===== config.mk =====
export PLATFORM = sky130hd
export DESIGN_NAME = variable_node_sat
export DESIGN_NICKNAME = d
export VERILOG_FILES = /design/src/rtl/variable_node_sat.sv
export SDC_FILE = /design/constraint.sdc
export NUM_CORES = 1
export LEC_CHECK = 0
export ABC_CLOCK_PERIOD_IN_PS = 3500
export CAP_MARGIN = 10
export CELL_PAD_IN_SITES_DETAIL_PLACEMENT = 1
export CELL_PAD_IN_SITES_GLOBAL_PLACEMENT = 1
export CORE_UTILIZATION = 30
export DETAILED_ROUTE_END_ITERATION = 16
export MAX_ROUTING_LAYER = met4
export PLACE_DENSITY_LB_ADDON = 0.1
export SLEW_MARGIN = 10
export SYNTH_ARGS = -nofsm -noshare
export SYNTH_HDL_FRONTEND = slang
export SYNTH_SLANG_ARGS = --single-unit

===== constraint.sdc =====
create_clock -name clk -period 3.5 [get_ports clk]
set_clock_uncertainty 0.05 [all_clocks]
set_input_delay 0.7 -clock clk [delete_from_list [all_inputs] [get_ports clk]]
set_output_delay 0.7 -clock clk [all_outputs]
set_load 0.01 [all_outputs]

===== src/rtl/variable_node_sat.sv =====
`default_nettype none
// ============================================================================
// Module   : variable_node_sat
// Purpose  : Min-sum LDPC variable node. Snapshots all check-to-variable
//            messages, serially sums them with the stored channel LLR, then
//            emits the saturated posterior, the hard decision and the per-edge
//            extrinsic messages (total minus own edge).
// Revision : 1.0 - initial release
// ============================================================================
module variable_node_sat #(
  parameter int WEIGHT = 3,
  parameter int MSG_W  = 8,
  parameter int ACC_W  = 10
) (
  input  logic                    clk,
  input  logic                    rst,                // asynchronous, active-low
  input  logic                    init_valid,
  input  logic [MSG_W-1:0]        initial_value,
  input  logic [WEIGHT*MSG_W-1:0] check_value_input,
  input  logic [WEIGHT-1:0]       check_enable_input,
  input  logic                    decision_down,
  output logic [WEIGHT*MSG_W-1:0] extrinsic_out,
  output logic [MSG_W-1:0]        variable_value,
  output logic                    hard_bit,
  output logic                    variable_enable,
  output logic                    busy
);

  localparam int CNT_W = (WEIGHT > 1) ? $clog2(WEIGHT) : 1;
  localparam logic [CNT_W-1:0] C_LAST = CNT_W'(WEIGHT - 1);

  // Symmetric clamp bounds: the most negative code is never produced.
  localparam logic signed [ACC_W:0] C_SAT_HI = (ACC_W+1)'((1 <<< (MSG_W-1)) - 1);
  localparam logic signed [ACC_W:0] C_SAT_LO = -C_SAT_HI;

  typedef enum logic [1:0] {
    S_IDLE = 2'd0,
    S_SUM  = 2'd1,
    S_EMIT = 2'd2,
    S_WAIT = 2'd3
  } state_t;

  state_t                    state_q, state_d;
  logic [CNT_W-1:0]          cnt_q, cnt_d;
  logic [MSG_W-1:0]          ch_q, ch_d;
  logic [ACC_W-1:0]          acc_q, acc_d;
  logic [MSG_W-1:0]          msg_q [WEIGHT];
  logic [MSG_W-1:0]          msg_d [WEIGHT];
  logic [MSG_W-1:0]          val_q, val_d;
  logic                      hard_q, hard_d;
  logic [WEIGHT*MSG_W-1:0]   extr_q, extr_d;
  logic                      ven_q, ven_d;

  // Sign-extend a message to accumulator width.
  function automatic logic [ACC_W-1:0] sext_acc(input logic [MSG_W-1:0] m);
    return {{(ACC_W-MSG_W){m[MSG_W-1]}}, m};
  endfunction

  // Sign-extend a message to one bit beyond the accumulator, for subtraction.
  function automatic logic signed [ACC_W:0] sext_wide(input logic [MSG_W-1:0] m);
    return {{(ACC_W+1-MSG_W){m[MSG_W-1]}}, m};
  endfunction

  // Clamp a wide signed value into the symmetric message range.
  function automatic logic [MSG_W-1:0] sat_w(input logic signed [ACC_W:0] v);
    if (v > C_SAT_HI) begin
      return C_SAT_HI[MSG_W-1:0];
    end else if (v < C_SAT_LO) begin
      return C_SAT_LO[MSG_W-1:0];
    end else begin
      return v[MSG_W-1:0];
    end
  endfunction

  // Next-state and datapath: snapshot, serial accumulate, emit, handshake.
  always_comb begin
    state_d = state_q;
    cnt_d   = cnt_q;
    ch_d    = ch_q;
    acc_d   = acc_q;
    msg_d   = msg_q;
    val_d   = val_q;
    hard_d  = hard_q;
    extr_d  = extr_q;
    ven_d   = ven_q;
    case (state_q)
      S_IDLE: begin
        if (init_valid) begin
          ch_d = initial_value;
        end
        if (&check_enable_input) begin
          for (int i = 0; i < WEIGHT; i++) begin
            msg_d[i] = check_value_input[i*MSG_W +: MSG_W];
          end
          // A channel value arriving on the capture edge takes effect now.
          acc_d   = sext_acc(init_valid ? initial_value : ch_q);
          cnt_d   = '0;
          state_d = S_SUM;
        end
      end
      S_SUM: begin
        acc_d = acc_q + sext_acc(msg_q[cnt_q]);
        if (cnt_q == C_LAST) begin
          cnt_d   = '0;
          state_d = S_EMIT;
        end else begin
          cnt_d = cnt_q + 1'b1;
        end
      end
      S_EMIT: begin
        val_d  = sat_w({acc_q[ACC_W-1], acc_q});
        hard_d = acc_q[ACC_W-1];
        for (int i = 0; i < WEIGHT; i++) begin
          extr_d[i*MSG_W +: MSG_W] =
            sat_w($signed({acc_q[ACC_W-1], acc_q}) - sext_wide(msg_q[i]));
        end
        ven_d   = 1'b1;
        state_d = S_WAIT;
      end
      S_WAIT: begin
        if (decision_down) begin
          ven_d   = 1'b0;
          state_d = S_IDLE;
        end
      end
      default: begin
        state_d = S_IDLE;
      end
    endcase
  end

  // State and datapath registers with asynchronous clear.
  always_ff @(posedge clk or negedge rst) begin
    if (!rst) begin
      state_q <= S_IDLE;
      cnt_q   <= '0;
      ch_q    <= '0;
      acc_q   <= '0;
      for (int i = 0; i < WEIGHT; i++) begin
        msg_q[i] <= '0;
      end
      val_q   <= '0;
      hard_q  <= 1'b0;
      extr_q  <= '0;
      ven_q   <= 1'b0;
    end else begin
      state_q <= state_d;
      cnt_q   <= cnt_d;
      ch_q    <= ch_d;
      acc_q   <= acc_d;
      msg_q   <= msg_d;
      val_q   <= val_d;
      hard_q  <= hard_d;
      extr_q  <= extr_d;
      ven_q   <= ven_d;
    end
  end

  assign extrinsic_out   = extr_q;
  assign variable_value  = val_q;
  assign hard_bit        = hard_q;
  assign variable_enable = ven_q;
  assign busy            = (state_q != S_IDLE);

endmodule
`default_nettype wire

# Word level (Yosys, flattened, before mapping)
# Index checks and enable logic that the tools add are counted.
# W data, S select, Z words.
[totals]
regBits = 80
input_bits = 39
word_cells = 65
[op_classes]
addsub = 5
n_lt_le_gt_ge = 9
eq_ne = 7
n_mux = 23
n_bitwise = 1
reduce_logical = 9
[op_table]
columns = ["cell", "n"]
rows = [
  ["$mux W8", 11],
  ["$gt A11 B8 Y1 const B", 3],
  ["$lt A11 B8 Y1 const B", 3],
  ["$sub A10 B8 Y11", 3],
  ["$pmux W10 S2", 1],
  ["$bmux W8 S2", 1],
  ["$add A10 B10 Y10", 1],
  ["$gt A10 B8 Y1 const B", 1],
  ["$lt A10 B8 Y1 const B", 1],
  ["$mux W10", 1],
  ["$mux W2", 5],
  ["$pmux W2 S4", 1],
  ["$eq A2 B2 Y1 const B", 3],
  ["$ne A2 B2 Y1 const B", 3],
  ["$reduce_and A3 Y1", 2],
  ["$reduce_bool A2 Y1", 3],
  ["$pmux W2 S2", 1],
  ["$reduce_and A2 Y1", 2],
  ["$reduce_and A4 Y1", 1],
  ["$ge A3 B3 Y1 const B", 1],
  ["$not A2 Y3", 1],
  ["$add A2 B1 Y2 const B", 1],
  ["$eq A2 B1 Y1 const B", 1],
  ["$logic_not A2 Y1", 1],
  ["other kinds (2)", 2],
]

# Longest topological paths before layout
# Gate-level depths: netlist of run 1.
[depth]
ltp_word = 6
mapped_depth = 15

# Least setup slack after synthesis of run 1
# Ideal clock, no wire load.
[synth_path]
path_kind = "reg2reg"
startpoint = "reg cnt_q[1]"
endpoint = "reg acc_q[9]"
setup_ns = 0.128
arrival_time_ns = 2.827
slack_ns = 0.496
stages_incl_launch_ff = 14
path_buffers = 1
period_less_slack_ns = 3.004
path_cell_list = "dfrtp_1 buf_1 mux2i_1 o21a_1 inv_1 ha_1 a21oi_1 o21ai_0 a2111oi_0 o41ai_1 a21oi_1 xor2_1 a21oi_1 a2bb2oi_1"
[synth_via]
elab_chain_len = 6
[synth_rtl]
columns = ["element", "line_no", "rtl"]
rows = [
  ["start, declared", "44", "logic [CNT_W-1:0] cnt_q, cnt_d;"],
  ["start signal, assigned", "148", "cnt_q <= cnt_d;"],
  ["$not A2 Y3 (not written as such)", "102", "acc_d = acc_q + sext_acc(msg_q[cnt_q]);"],
  ["$bmux W8 S2", "102", ""],
  ["$mux W8 (not written as such) (2 in a row)", "102", ""],
  ["$add A10 B10 Y10", "102", ""],
  ["$pmux W10 S2", "86", "case (state_q)"],
  ["end signal, assigned", "138", "acc_q <= '0;"],
  ["end signal, assigned", "150", "acc_q <= acc_d;"],
  ["end, declared", "46", "logic [ACC_W-1:0] acc_q, acc_d;"],
]
# No other way between the ends. The select of a mux whose other input is x is not followed.
# A chain may end at the register's enable or synchronous reset.

# Worst setup path after layout of run 1
# Same ends and word-level chain as after synthesis.

==> results of run 1 <==
[layout make-up]
cell class	instances	area, sq um
Inverter	45	168.9
Clock buffer	12	246.5
Clock inverter	4	20.02
Sequential cell	80	2002
Timing Repair Buffer	85	818.3
Fill cell	2016	10740
Tap cell	225	281.5
Multi-Input combinational cell	436	3199
[metal layers]
| metal | part of all wire (%) | GRT usage, % | wire, um |
|---|---|---|---|
| met1 | 48 | 25.60 | 7942 |
| met2 | 47 | 30.88 | 7664 |
| met3 | 3.8 | 2.722 | 618 |
| met4 | 1.4 | 5.864 | 233 |
| met5 | 0 | - | 0 |
[per-stage QoR]
step | instance area (sq um) | hold slack, ns | instances | utilization [%] | setup slack, ns
2_1_floorplan | 5425 | 0.3544 | 576 | - | 0.4956
3_3_place_gp | 6469 | 0.4287 | 871 | 37.01 | 0.4359
3_5_place_dp | 6469 | 0.4301 | 871 | 37.01 | 0.3412
4_1_cts | 6735 | 0.4364 | 887 | 38.54 | 0.3137
5_1_grt | 6736 | 0.4610 | 887 | 38.55 | 0.1199
6_report | 6736 | 0.3894 | 887 | 38.55 | 0.3642
[worst max-delay path, stage by stage (launching register included)]
cell and delay (ns):
dfrtp_1 0.38, nor2b_1 0.43, nand2_1 0.12, o21a_1 0.15, inv_1 0.06, ha_1 0.21
a21oi_1 0.20, o21ai_0 0.14, a2111oi_1 0.46, o41ai_1 0.15, a21oi_1 0.19, xor2_1 0.19
a21oi_1 0.10, a2bb2oi_1 0.17
[layout by cell type (no fill, tap or decap), types with 5 or more instances in the layout]
| master | n |
|---|---|
| clkdlybuf4s50_1 | 72 |
| a311oi_1 | 5 |
| or3_1 | 7 |
| inv_1 | 44 |
| dfrtp_1 | 80 |
| nand2b_1 | 12 |
| o2bb2ai_1 | 10 |
| xor2_1 | 11 |
| a21o_1 | 8 |
| a21oi_1 | 34 |
| nor3_1 | 8 |
| nand2_1 | 42 |
| o221ai_1 | 5 |
| xnor2_1 | 14 |
| o21a_1 | 7 |
| ha_1 | 44 |
| clkbuf_16 | 9 |
| o21ai_0 | 34 |
| nor2_1 | 52 |
| mux2_2 | 33 |
| mux2i_1 | 22 |
| buf_4 | 13 |
| nand3_1 | 6 |
| nor2b_1 | 7 |
| a31oi_1 | 9 |
[what timing repair did]
item,4_1_cts,5_1_grt
buffers inserted,0,0
resized for setup,0,1
endpoints found under the hold margin,0,0
setup endpoints to repair,0,1
[worst max path at each step]
stage / startpoint / endpoint / slack (ns)
3_5_place_dp: cnt_q[1]$_DFFE_PN0P_ / acc_q[9]$_DFFE_PN0P_ / 0.34
3_3_place_gp: cnt_q[1]$_DFFE_PN0P_ / acc_q[9]$_DFFE_PN0P_ / 0.44
6_report: cnt_q[1]$_DFFE_PN0P_ / acc_q[9]$_DFFE_PN0P_ / 0.36
2_1_floorplan: cnt_q[1]$_DFFE_PN0P_ / acc_q[9]$_DFFE_PN0P_ / 0.50
5_1_grt: cnt_q[1]$_DFFE_PN0P_ / acc_q[9]$_DFFE_PN0P_ / 0.12
4_1_cts: cnt_q[1]$_DFFE_PN0P_ / acc_q[9]$_DFFE_PN0P_ / 0.31
[registers in the layout, summed over array words and instances, names as in the netlist]
register / cells
acc_q: 10
msg_q: 24
cnt_q: 2
hard_bit: 1
ch_q: 8
state_q: 2
variable_value: 8
variable_enable: 1
extrinsic_out: 24
[cells by family (layout without fill, tap and decap cells)]
family / Yosys count / in the layout / share of synthesized area (%)
AOI/OAI and AO/OA: 154 / 154 / 18.87
xor gates and xnor gates: 25 / 25 / 4.036
adders and majority gates: 48 / 48 / 11.62
buffers and inverters: 60 / 146 / 4.151
DFF: 80 / 80 / 36.90
muxes: 55 / 55 / 10.91
and+or+nand+nor: 154 / 154 / 13.51
==> flow_metrics.tcl, run 1 <==
set metrics [dict create \
    status "completed" \
    critPathKind "reg -> reg" \
    cts.sinks 80 \
    ys_seq_area_share_pct 36.90 \
    finalSetupTns_ns 0 \
    routed_wl_mm 16.46 \
    rsz0062_at_grt "false" \
    avgSynthCellArea_sq_um 9.419 \
    grt_start_max_net_pins 59 \
    synth.top_cells.by_count "dfrtp_1, nor2_1, ha_1, inv_1, nand2_1" \
    cp-end-kind "flip-flop" \
    dpl.hpwl_mm 12.56 \
    fin_crit_sh_pct 89.60 \
    area.growth.synth_to_final_pct 24.17 \
    tightest_slew_ns 0.8154 \
    start_util_pct 31.04 \
    slew_headroom_pct 45.64 \
    antenna_found_initial 0 \
    synth_area_sq_mm 0.005425 \
    hold_buffers 0 \
    grt-ovfl-total 0 \
    r2r-end "acc_q[9]$_DFFE_PN0P_" \
    hold_viol_final 0 \
    start_kind "flip-flop" \
    post-synth-top-count-cell "dfrtp_1" \
    synthArstFlopShare_pct 100.0 \
    grt_usage_pct 19.47 \
    fmax_ghz 0.3189 \
    final_antenna_net_count 0 \
    io_buffers 73 \
    h-tree-depth 3 \
    dr.pass1.iters 4 \
    cts-root-buf "clkbuf_16" \
    grt_first_pass_wirelength_mm 26.50 \
    yosysWarnings 0 \
    die_h_um 136.5 \
    first_global_vias 4771 \
    hp-class "in -> async" \
    r2r_start "cnt_q[1]$_DFFE_PN0P_" \
    core-area_sq_mm 0.01748 \
    drt_iter0_markers 166 \
    r2r_slack_ns 0.36 \
    cts_buffers 9 \
    vias 4635 \
    n_antenna_cell 0 \
    yosys_register_bits 80 \
    wire_per_inst_um 18.55 \
    synth_top_area_share_pct 36.90 \
    fp-row-count 48 \
    die-area_sq_mm 0.01863 \
    synth.distinct_cells 61 \
    reg2regPathDepth 13 \
    clk_latency_ns 0.35 \
    synth_ff_type "dfrtp_1" \
    finalMaxSlewViolations 0 \
    critPathRequiredTime_ns 3.68 \
    synth_edf_count 0 \
    clk_pin_slew_worst_paths_ns 0.07 \
    synth_top_area_cell "dfrtp_1" \
    maxCapViolCount 0 \
    fin_nets 744 \
    path_max_fanout 9 \
    finalSetupViolations 0 \
    gp_congestion 0.8542 \
    die_width_um 136.5 \
    drc 0 \
    drive_gt1_share_pct 10.42 \
    netlist_instances 576 \
    fin_crit_ns 3.136 \
    ioPinCount 74 \
    vias_per_cell 5.225 \
    critPathArrivalTime_ns 3.31 \
    cts_buffer_depth 2 \
    synth_area_leaders "dfrtp_1, ha_1, mux2_2, mux2i_1, nor2_1" \
    cts_tree "built" \
    synth_nets 663 \
]
Power of run 1 is not shown: default switching activity piles up to over one toggle a cycle in this logic, so the estimate is an artifact.
==> run 2, diff against run 1 <==
- CORE_UTILIZATION: 30 -> 44
- CTS_BUF_LIST: not set -> sky130_fd_sc_hd__clkbuf_8
==> flow_metrics.tcl, run 2 (synthesized netlist as in run 1, its figures left out) <==
set metrics [dict create \
    die-area_sq_mm 0.01278 \
    ioPinCount 74 \
    cp-end-kind "flip-flop" \
    dr.pass1.iters 4 \
    finalSetupTns_ns 0 \
    status "completed" \
    nFillCells 1352 \
    first_global_vias 4991 \
    vias 4662 \
    drt_iter0_markers 186 \
    fmax_ghz 0.3194 \
    wire_per_inst_um 19.44 \
    cts.sinks 80 \
    r2r_start "cnt_q[0]$_DFFE_PN0P_" \
    mostFrequentLayoutCells "dfrtp_1, clkdlybuf4s50_1, nor2_1, inv_1, ha_1" \
    start_kind "flip-flop" \
    hp-class "in -> async" \
    cts_resized 0 \
    start_util_pct 45.17 \
    grt_first_pass_wirelength_mm 25.87 \
    place_ws_ns 0.4248 \
    hold_buffers 0 \
    h-tree-depth 3 \
    die_width_um 113.0 \
    drc 0 \
    vias_per_cell 5.791 \
    cts_tree "built" \
    critPathArrivalTime_ns 3.33 \
    rsz0062_at_grt "false" \
    design_area_sq_mm 0.006574 \
    critPathKind "reg -> reg" \
    fin_ws_ns 0.3695 \
    gp_congestion 0.8652 \
    reg2regPathDepth 13 \
    n_antenna_cell 0 \
    dpl.hpwl_mm 11.79 \
    fp-row-count 40 \
    path_max_fanout 12 \
    slew_headroom_pct 32.29 \
    cpMostUsedCell "a21oi_1" \
    critPathRequiredTime_ns 3.70 \
    fin_crit_sh_pct 89.44 \
    clk_latency_ns 0.37 \
    core-area_sq_mm 0.01201 \
    antenna_found_initial 0 \
    post_cts_buffers 0 \
    r2r-end "acc_q[9]$_DFFE_PN0P_" \
    die_h_um 113.0 \
    cp_cell_sequence "nor2b_1 -> buf_4 -> nand2_1 -> o21ai_0 -> ha_1 -> a21oi_1 -> o21ai_0 -> a2111oi_0 -> o41ai_1 -> a21oi_1 -> xor2_1 -> a21oi_1 -> a2bb2oi_1" \
    fin_nets 740 \
    cp_slowest_stage_delay_ns 0.53 \
    finalMaxSlewViolations 0 \
    drive_gt1_share_pct 9.878 \
    grt_start_max_net_pins 81 \
    dpl-instance-area_sq_mm 0.006341 \
    grt-ovfl-total 0 \
    cts-root-buf "clkbuf_8" \
    clk_pin_slew_worst_paths_ns 0.08 \
    finalSetupViolations 0 \
    maxCapViolCount 0 \
    final_antenna_net_count 0 \
    io_buffers 73 \
    grt_usage_pct 26.97 \
    final_common_cell "dfrtp_1" \
    cts_buffer_depth 2 \
    routed_wl_mm 15.65 \
    r2r_slack_ns 0.37 \
    area.growth.synth_to_final_pct 21.17 \
    critical-path-slowest-cell "a2111oi_0" \
    cts_buffers 9 \
    tightest_slew_ns 1.016 \
    fin_crit_ns 3.131 \
    hold_viol_final 0 \
]
==> run 2: cell types whose count changed in the layout (fill, tap and decap cells not counted) <==
cell,before,now
clkbuf_1,2,0
bufinv_16,0,2
a2111oi_1,1,0
clkbuf_8,1,12
clkinv_2,4,0
a2111oi_0,0,1
buf_4,13,9
inv_1,44,46
clkbuf_16,9,0
==> run 2: stage by stage <==
stage,hold WS (ns),std cells,util (%)
after global placement,0.4247,789,52.79
after global routing,0.4551,805,54.73
after floorplan,0.3544,576,-
final,0.4417,805,54.73
after CTS,0.4443,805,54.73
after detailed placement,0.4189,789,52.79
==> run 2: how the worst max path moves through the flow <==
| stage | from | to | slack, ns | depth (start not counted) |
|---|---|---|---|---|
| 2_1_floorplan | cnt_q[1]$_DFFE_PN0P_ | acc_q[9]$_DFFE_PN0P_ | 0.50 | 13 |
| 3_3_place_gp | cnt_q[0]$_DFFE_PN0P_ | acc_q[9]$_DFFE_PN0P_ | 0.45 | 13 |
| 3_5_place_dp | acc_q[0]$_DFFE_PN0P_ | extrinsic_out[9]$_DFFE_PN0P_ | 0.42 | 11 |
| 4_1_cts | acc_q[0]$_DFFE_PN0P_ | extrinsic_out[9]$_DFFE_PN0P_ | 0.41 | 11 |
| 5_1_grt | cnt_q[0]$_DFFE_PN0P_ | acc_q[9]$_DFFE_PN0P_ | 0.06 | 12 |
| 6_report | cnt_q[0]$_DFFE_PN0P_ | acc_q[9]$_DFFE_PN0P_ | 0.37 | 13 |
==> run 2: layer usage <==
| metal | vias up | share of wire [%] | track usage, % |
|---|---|---|---|
| li1 | 2234 | - | - |
| met1 | 2343 | 46 | 33.86 |
| met2 | 69 | 50 | 45.64 |
| met3 | 16 | 2.7 | 2.999 |
| met4 | 0 | 1.6 | 8.509 |
| met5 | - | 0 | - |
==> run 2: cell type report <==
cell class / count / area (sq um) / area share [%]
multi-input cells: 436 / 3198 / 48.65
inverters: 45 / 168.9 / 2.569
well taps: 147 / 183.9 / 2.798
flip-flops and latches: 80 / 2002 / 30.45
clock buffers: 12 / 165.2 / 2.512
repair buffers: 81 / 788.3 / 11.99
clock inverters: 4 / 67.56 / 1.028
==> run 2: worst max-delay path, delay by kind of cell (launching register included) <==
kind / cells / cell delay [ns]
AOI/OAI and AO/OA: 8 / 1.60
xor gates and xnor gates: 1 / 0.19
adders and majority gates: 1 / 0.24
buffers and inverters: 1 / 0.18
DFF: 1 / 0.50
and+or+nand+nor: 2 / 0.26
Power of run 2 is left out for the same reason.
